`src/rtl/tonegen_pkg.sv`:
```
// Shared definitions for the polyphonic tone generator.
// Holds the default widths, the 1 ms tick constant for a 16 MHz clock,
// the per-voice configuration record and a helper for the voice-select width.
package tonegen_pkg;

   localparam int TONEGEN_DIV_W    = 24;
   localparam int TONEGEN_DUR_W    = 16;
   localparam int TONEGEN_TICK_1MS = 16000;

   // One voice's write payload: half-period divider and note length in ticks.
   typedef struct packed {
      logic [TONEGEN_DIV_W-1:0] divider;
      logic [TONEGEN_DUR_W-1:0] duration;
   } voice_cfg_t;

   // Voice-select width, never narrower than one bit even for a single voice.
   function automatic int chWidth(input int numCh);
      return (numCh > 1) ? $clog2(numCh) : 1;
   endfunction

endpackage

```
`src/rtl/tonegen_voice.sv`:
```
// One square-wave voice of the polyphonic tone generator.
// Keeps its own divider, phase counter, output level and remaining
// duration. A write always wins over a tick that lands in the same cycle.
module tonegen_voice
   import tonegen_pkg::*;
#(
   parameter int DIV_W = TONEGEN_DIV_W,
   parameter int DUR_W = TONEGEN_DUR_W
) (
   input  logic             clk,
   input  logic             rst,
   input  logic             i_tick,
   input  logic             i_we,
   input  logic [DIV_W-1:0] i_divider,
   input  logic [DUR_W-1:0] i_duration,
   output logic             o_out,
   output logic             o_busy,
   output logic             o_done
);

   logic [DIV_W-1:0] r_divider;
   logic [DIV_W-1:0] r_phase;
   logic [DUR_W-1:0] r_remaining;
   logic             r_out;
   logic             r_busy;
   logic             r_done;

   // Load on write, otherwise run the half-period counter and count down the
   // note on each tick; the last tick silences the voice and flags done.
   always_ff @(posedge clk or posedge rst) begin
      if (rst) begin
         r_divider   <= '0;
         r_phase     <= '0;
         r_remaining <= '0;
         r_out       <= 1'b0;
         r_busy      <= 1'b0;
         r_done      <= 1'b0;
      end else if (i_we) begin
         r_divider   <= i_divider;
         r_remaining <= i_duration;
         r_phase     <= '0;
         r_out       <= 1'b0;
         r_busy      <= (i_divider != '0);
         r_done      <= 1'b0;
      end else begin
         r_done <= 1'b0;
         if (r_busy) begin
            if (i_tick && (r_remaining == DUR_W'(1))) begin
               r_divider   <= '0;
               r_phase     <= '0;
               r_remaining <= '0;
               r_out       <= 1'b0;
               r_busy      <= 1'b0;
               r_done      <= 1'b1;
            end else begin
               if (i_tick && (r_remaining != '0)) begin
                  r_remaining <= r_remaining - DUR_W'(1);
               end
               if (r_phase == r_divider) begin
                  r_phase <= '0;
                  r_out   <= ~r_out;
               end else begin
                  r_phase <= r_phase + DIV_W'(1);
               end
            end
         end
      end
   end

   assign o_out  = r_out;
   assign o_busy = r_busy;
   assign o_done = r_done;

endmodule

```
`src/rtl/tonegen_poly.sv`:
```
// Polyphonic speaker tone generator: NUM_CH independent square-wave voices
// sharing one duration prescaler, mixed onto a single registered speaker pin.
// Build option: define TONEGEN_PWM_MIX_EN to replace the XOR mix with a
// count-PWM mix (duty = active voices / NUM_CH per NUM_CH-cycle frame).
module tonegen_poly
   import tonegen_pkg::*;
#(
   parameter int NUM_CH   = 4,
   parameter int DIV_W    = TONEGEN_DIV_W,
   parameter int DUR_W    = TONEGEN_DUR_W,
   parameter int TICK_DIV = TONEGEN_TICK_1MS,
   parameter int CH_W     = chWidth(NUM_CH)
) (
   input  logic              clk,
   input  logic              rst,
   input  logic [CH_W-1:0]   cfg_ch,
   input  logic [DIV_W-1:0]  cfg_divider,
   input  logic [DUR_W-1:0]  cfg_duration,
   input  logic              cfg_we,
   output logic [NUM_CH-1:0] ch_busy,
   output logic [NUM_CH-1:0] done_pulse,
   output logic              speaker
);

   localparam int PRE_W = $clog2(TICK_DIV);

   logic [PRE_W-1:0]  r_presc;
   logic              w_tick;
   logic [NUM_CH-1:0] w_we;
   logic [NUM_CH-1:0] w_out;
   logic              r_speaker;

   assign w_tick = (r_presc == PRE_W'(TICK_DIV - 1));

   // Free-running duration prescaler; tick is high for its last count.
   always_ff @(posedge clk or posedge rst) begin
      if (rst) begin
         r_presc <= '0;
      end else if (w_tick) begin
         r_presc <= '0;
      end else begin
         r_presc <= r_presc + PRE_W'(1);
      end
   end

   // Each voice decodes its own write strobe; codes past the last voice match nothing.
   for (genvar g = 0; g < NUM_CH; g++) begin : gVoice
      assign w_we[g] = cfg_we && (cfg_ch == CH_W'(g));

      tonegen_voice #(
         .DIV_W (DIV_W),
         .DUR_W (DUR_W)
      ) uVoice (
         .clk        (clk),
         .rst        (rst),
         .i_tick     (w_tick),
         .i_we       (w_we[g]),
         .i_divider  (cfg_divider),
         .i_duration (cfg_duration),
         .o_out      (w_out[g]),
         .o_busy     (ch_busy[g]),
         .o_done     (done_pulse[g])
      );
   end

`ifdef TONEGEN_PWM_MIX_EN
   logic [CH_W-1:0] r_pwmCnt;
   logic [CH_W:0]   w_sum;

   // Count how many voices are currently driving high.
   always_comb begin
      w_sum = '0;
      for (int n = 0; n < NUM_CH; n++) begin
         w_sum = w_sum + {{CH_W{1'b0}}, w_out[n]};
      end
   end

   // PWM frame counter sweeps 0..NUM_CH-1 continuously.
   always_ff @(posedge clk or posedge rst) begin
      if (rst) begin
         r_pwmCnt <= '0;
      end else if (r_pwmCnt == CH_W'(NUM_CH - 1)) begin
         r_pwmCnt <= '0;
      end else begin
         r_pwmCnt <= r_pwmCnt + CH_W'(1);
      end
   end

   // Speaker is high for as many frame slots as there are high voices.
   always_ff @(posedge clk or posedge rst) begin
      if (rst) begin
         r_speaker <= 1'b0;
      end else begin
         r_speaker <= ({1'b0, r_pwmCnt} < w_sum);
      end
   end
`else
   // Plain XOR mix of all voices; idle voices hold their output at 0.
   always_ff @(posedge clk or posedge rst) begin
      if (rst) begin
         r_speaker <= 1'b0;
      end else begin
         r_speaker <= ^w_out;
      end
   end
`endif

   assign speaker = r_speaker;

endmodule
```
`config.mk`:
```
export PLATFORM = sky130hd
export DESIGN_NAME = tonegen_poly
export DESIGN_NICKNAME = d
export VERILOG_FILES = /design/src/rtl/tonegen_pkg.sv /design/src/rtl/tonegen_voice.sv /design/src/rtl/tonegen_poly.sv
export SDC_FILE = /design/constraint.sdc
export NUM_CORES = 1
export LEC_CHECK = 0
export CAP_MARGIN = 30
export CORE_ASPECT_RATIO = 1.25
export CORE_MARGIN = 2
export CORE_UTILIZATION = 60
export DETAILED_ROUTE_END_ITERATION = 10
export GPL_TIMING_DRIVEN = 0
export MAX_ROUTING_LAYER = met4
export PLACE_DENSITY = 0.83
export SYNTH_ARGS = -nofsm -noshare
export SYNTH_HDL_FRONTEND = slang
export SYNTH_SLANG_ARGS = --single-unit
```
`constraint.sdc`:
```
create_clock -name clk -period 22.5 [get_ports clk]
set_input_delay 4.5 -clock clk [delete_from_list [all_inputs] [get_ports clk]]
set_output_delay 4.5 -clock clk [all_outputs]
set_load 0.005 [all_outputs]
```
==> impl_metrics.py <==
metrics = {
    "global_routing": {
        "grt_max_degree": 119,
        "antenna_found_initial": 0,
        "grt_pass1_vias": 13000,
        "grt_first_pass_wirelength_mm": 70.4,
        "grt-ovfl-total": 0,
        "grt_usage_pct": 34.2,
    },
    "pwr": {
        "p_int_uw": 1010,
        "switching_power_uw": 435,
        "p_leak_uw": 0.00738,
        "pwr-share-comb_pct": 17.9,
        "p_seq_share_pct": 46.3,
        "power.density_mw_per_mm2": 84.8,
        "pwr-share-clk_pct": 35.8,
        "ir_worst_vdd_uv": 59.7,
        "switching_share_pct": 30.0,
        "total_power_uw": 1450,
    },
    "die": {
        "die_h_um": 181,
        "ios": 54,
        "die_area_sq_mm": 0.0264,
        "initial_core_util_pct": 61.3,
        "core_sq_mm": 0.0246,
        "fp.dieW_um": 146,
        "core.rowCount": 64,
    },
    "yosys": {
        "async_flop_share_pct": 100,
        "yosysTopAreaCell": "dfrtp_1",
        "synth-seq-cells": 283,
        "yosysUniqueCellTypes": 82,
        "netlist_area_sq_mm": 0.0151,
        "yosys-top-cells-area": "dfrtp_1 47%, a22o_1 6.5%, xor2_1 5.2%",
        "yosysTopAreaCellShare_pct": 47.0,
        "synth_cells": 1529,
        "syn-mean-instance-area_sq_um": 9.85,
        "syn_nets": 1587,
        "seq_area_frac_synth_pct": 47.0,
        "ys_warn_count": 0,
        "synth-edff-count": 0,
        "synth_flop_cell": "dfrtp_1",
    },
    "worst_setup_path": {
        "critical_path_class": "in2reg",
        "worstPathArrival_ns": 7.17,
        "rr_worst_depth": 8,
        "cp_max_fo": 8,
        "start_kind": "input pin",
        "cp-end-kind": "flop",
        "required_ns": 22.92,
    },
    "sta": {
        "worst_clock_skew_ns": 0.00857,
        "final.period_utilization_pct": 30.0,
        "finalSetupTns_ns": 0,
        "hold_viol_final": 0,
        "rsz0062_at_grt": "false",
        "slew_violations": 0,
        "setup_violations": 0,
        "tightest_slew_ns": 0.915,
        "period_minus_slack_ns": 6.75,
        "relSlewSlack_pct": 38.4,
        "timing.fmax_mhz": 148,
    },
    "routing": {
        "vias_per_cell": 6.63,
        "postRouteAntennaNets": 0,
        "drc": 0,
        "wl_per_cell_um": 22.2,
        "drt-initial-drc-count": 1130,
        "route.vias.total": 13000,
        "wirelength_mm": 43.6,
        "drtPass1Iterations": 6,
    },
    "clock_network": {
        "cts_sinks": 283,
        "clk_latency_ns": 0.55,
        "ctsHoldBuffers": 0,
        "postCtsResizedCells": 0,
        "clkTransAtPathRegs_ns": 0.07,
        "cts-root-buf": "clkbuf_16",
        "cts_tree": "yes",
        "cts-buffers-inserted": 28,
        "clock_path_buffers": 3,
        "postCtsSetupRepairBufs": 0,
        "htree_levels": 1,
    },
    "finish": {
        "drive_gt1_share_pct": 7.77,
        "antenna_cells": 0,
        "seqCellArea_sq_mm": 0.00708,
        "multi_input_area_sq_mm": 0.00743,
        "final_nets": 1671,
        "fillers": 1868,
        "syn_to_final_growth_pct": 13.5,
        "final_core_utilization_pct": 69.5,
    },
    "worst_hold_path": {
        "min_path_type": "reg2reg",
        "whs_path_depth": 1,
    },
    "placement": {
        "portBuffers": 52,
        "dp_hpwl_mm": 30.3,
        "gp_congestion": 0.967,
    },
    "job": {
        "maxCapViolCount": 0,
    },
    "status": {
        "status": "finished clean",
    },
}
[placed cells by master, fill, tap and decap left out, drive strengths merged, types with 13 or more instances in the layout]
| master | count |
|---|---|
| nand4 | 40 |
| nor2 | 147 |
| nor4 | 39 |
| dfrtp | 283 |
| inv | 38 |
| and2 | 13 |
| o22ai | 13 |
| nor3 | 36 |
| clkbuf | 86 |
| nand3 | 60 |
| clkdlybuf4s50 | 52 |
| a21oi | 35 |
| ha | 13 |
| or3 | 15 |
| o211ai | 22 |
| nand2 | 128 |
| a31oi | 15 |
| and4 | 14 |
| xor2 | 89 |
| or2 | 13 |
| buf | 36 |
| a22o | 112 |
| and3 | 22 |
| xnor2 | 83 |
| a21o | 16 |
| o21ai | 56 |
[stage by stage]
stage / hold slack (ns) / area, sq um / worst slack [ns] / cells
3_3_place_gp: 0.470 / 16000 / 6.84 / 1911
2_1_floorplan: 0.453 / 15100 / 10.19 / 1529
6_report: 0.492 / 17100 / 15.75 / 1964
3_5_place_dp: 0.477 / 16100 / 15.25 / 1913
5_1_grt: 0.527 / 17100 / 15.59 / 1964
4_1_cts: 0.503 / 17100 / 15.80 / 1964
[synthesized netlist by cell type (all sizes together) (3+ instances only)]
library cell,count
xor2,89
mux2i,3
xnor2,83
and3,22
o211ai,22
and2,13
o21ai,56
a221o,5
o22ai,13
o311ai,5
a22oi,11
or4,12
a32oi,9
nand2b,8
ha,13
a22o,112
a31oi,15
clkbuf,50
a221oi,3
o32ai,3
a2111oi,4
o41ai,7
nor4b,5
a211oi,9
nor3,36
buf,34
a21oi,35
nor4,39
dfrtp,283
nand4,40
o2bb2ai,12
nand3,60
nor2,147
nor2b,4
nor3b,4
a21o,16
nand2,128
nand3b,6
or3,15
inv,38
and4,14
or2,13
o31ai,12
[final cells by class]
cell class              instances  area share [%]
plain buffers                  84            2.38
clock buffers                  36            4.75
clock inverters                15            1.28
inverters                      38           0.878
multi-input cells            1124            43.5
flip-flops and latches        283            41.4
well taps                     330            2.42
repair buffers                 54            3.37
[routing by layer]
layer | global-route usage (%) | part of all wire, %
met5 | - | 0
met2 | 55.7 | 48
met1 | 42.4 | 38
met4 | 16.7 | 5.8
met3 | 4.24 | 7.8
[cell families (layout without fill, tap and decap cells)]
logic type,Yosys count,after routing,share of synthesized area (%)
xor+xnor,172,172,10.0
fa+ha+maj,13,13,1.08
flops,283,283,47.0
simple gates,572,572,19.7
buf+inv,122,227,3.65
mux,5,5,0.349
compound gates,362,362,18.2
[critical path: stages]
cell             delay (ns)
clkdlybuf4s50_1        0.60
and3b_1                0.19
clkbuf_1               0.41
nor2_1                 0.19
nor4_1                 0.83
nand3_1                0.19
xor2_1                 0.20
nor2_1                 0.07
[final timing paths]
kind / start / endpoint / slack (ns)
worst max-delay path: cfg_we / gVoice[2].uVoice.r_phase[19] / 15.75
worst min-delay path: r_presc[4] / r_presc[4] / 0.49
worst max register to register: r_presc[7] / gVoice[3].uVoice.r_remaining[12] / 19.61
worst min register to register: r_presc[4] / r_presc[4] / 0.49
max in group asynchronous: rst / gVoice[3].uVoice.r_remaining[10] / 17.21
min in group asynchronous: rst / gVoice[1].uVoice.r_phase[17] / 4.37
[flip-flops by register name, indices dropped and copies added, names as in the netlist]
name / cells
gVoice.uVoice.o_busy: 4
gVoice.uVoice.o_done: 4
gVoice.uVoice.o_out: 4
gVoice.uVoice.r_divider: 96
gVoice.uVoice.r_phase: 96
gVoice.uVoice.r_remaining: 64
r_presc: 14
speaker: 1
[power by group through the flow]
| stage | Clock (uW) | Combinational [uW] | Sequential (uW) |
|---|---|---|---|
| final | 519 | 259 | 671 |
| after global routing | 545 | 287 | 679 |
| after CTS | 523 | 258 | 668 |
| after detailed placement | 0 | 255 | 675 |
| after global placement | 0 | 243 | 674 |
| after floorplan | 0 | 189 | 649 |
No activity file was read; power rests on OpenSTA's default activity.
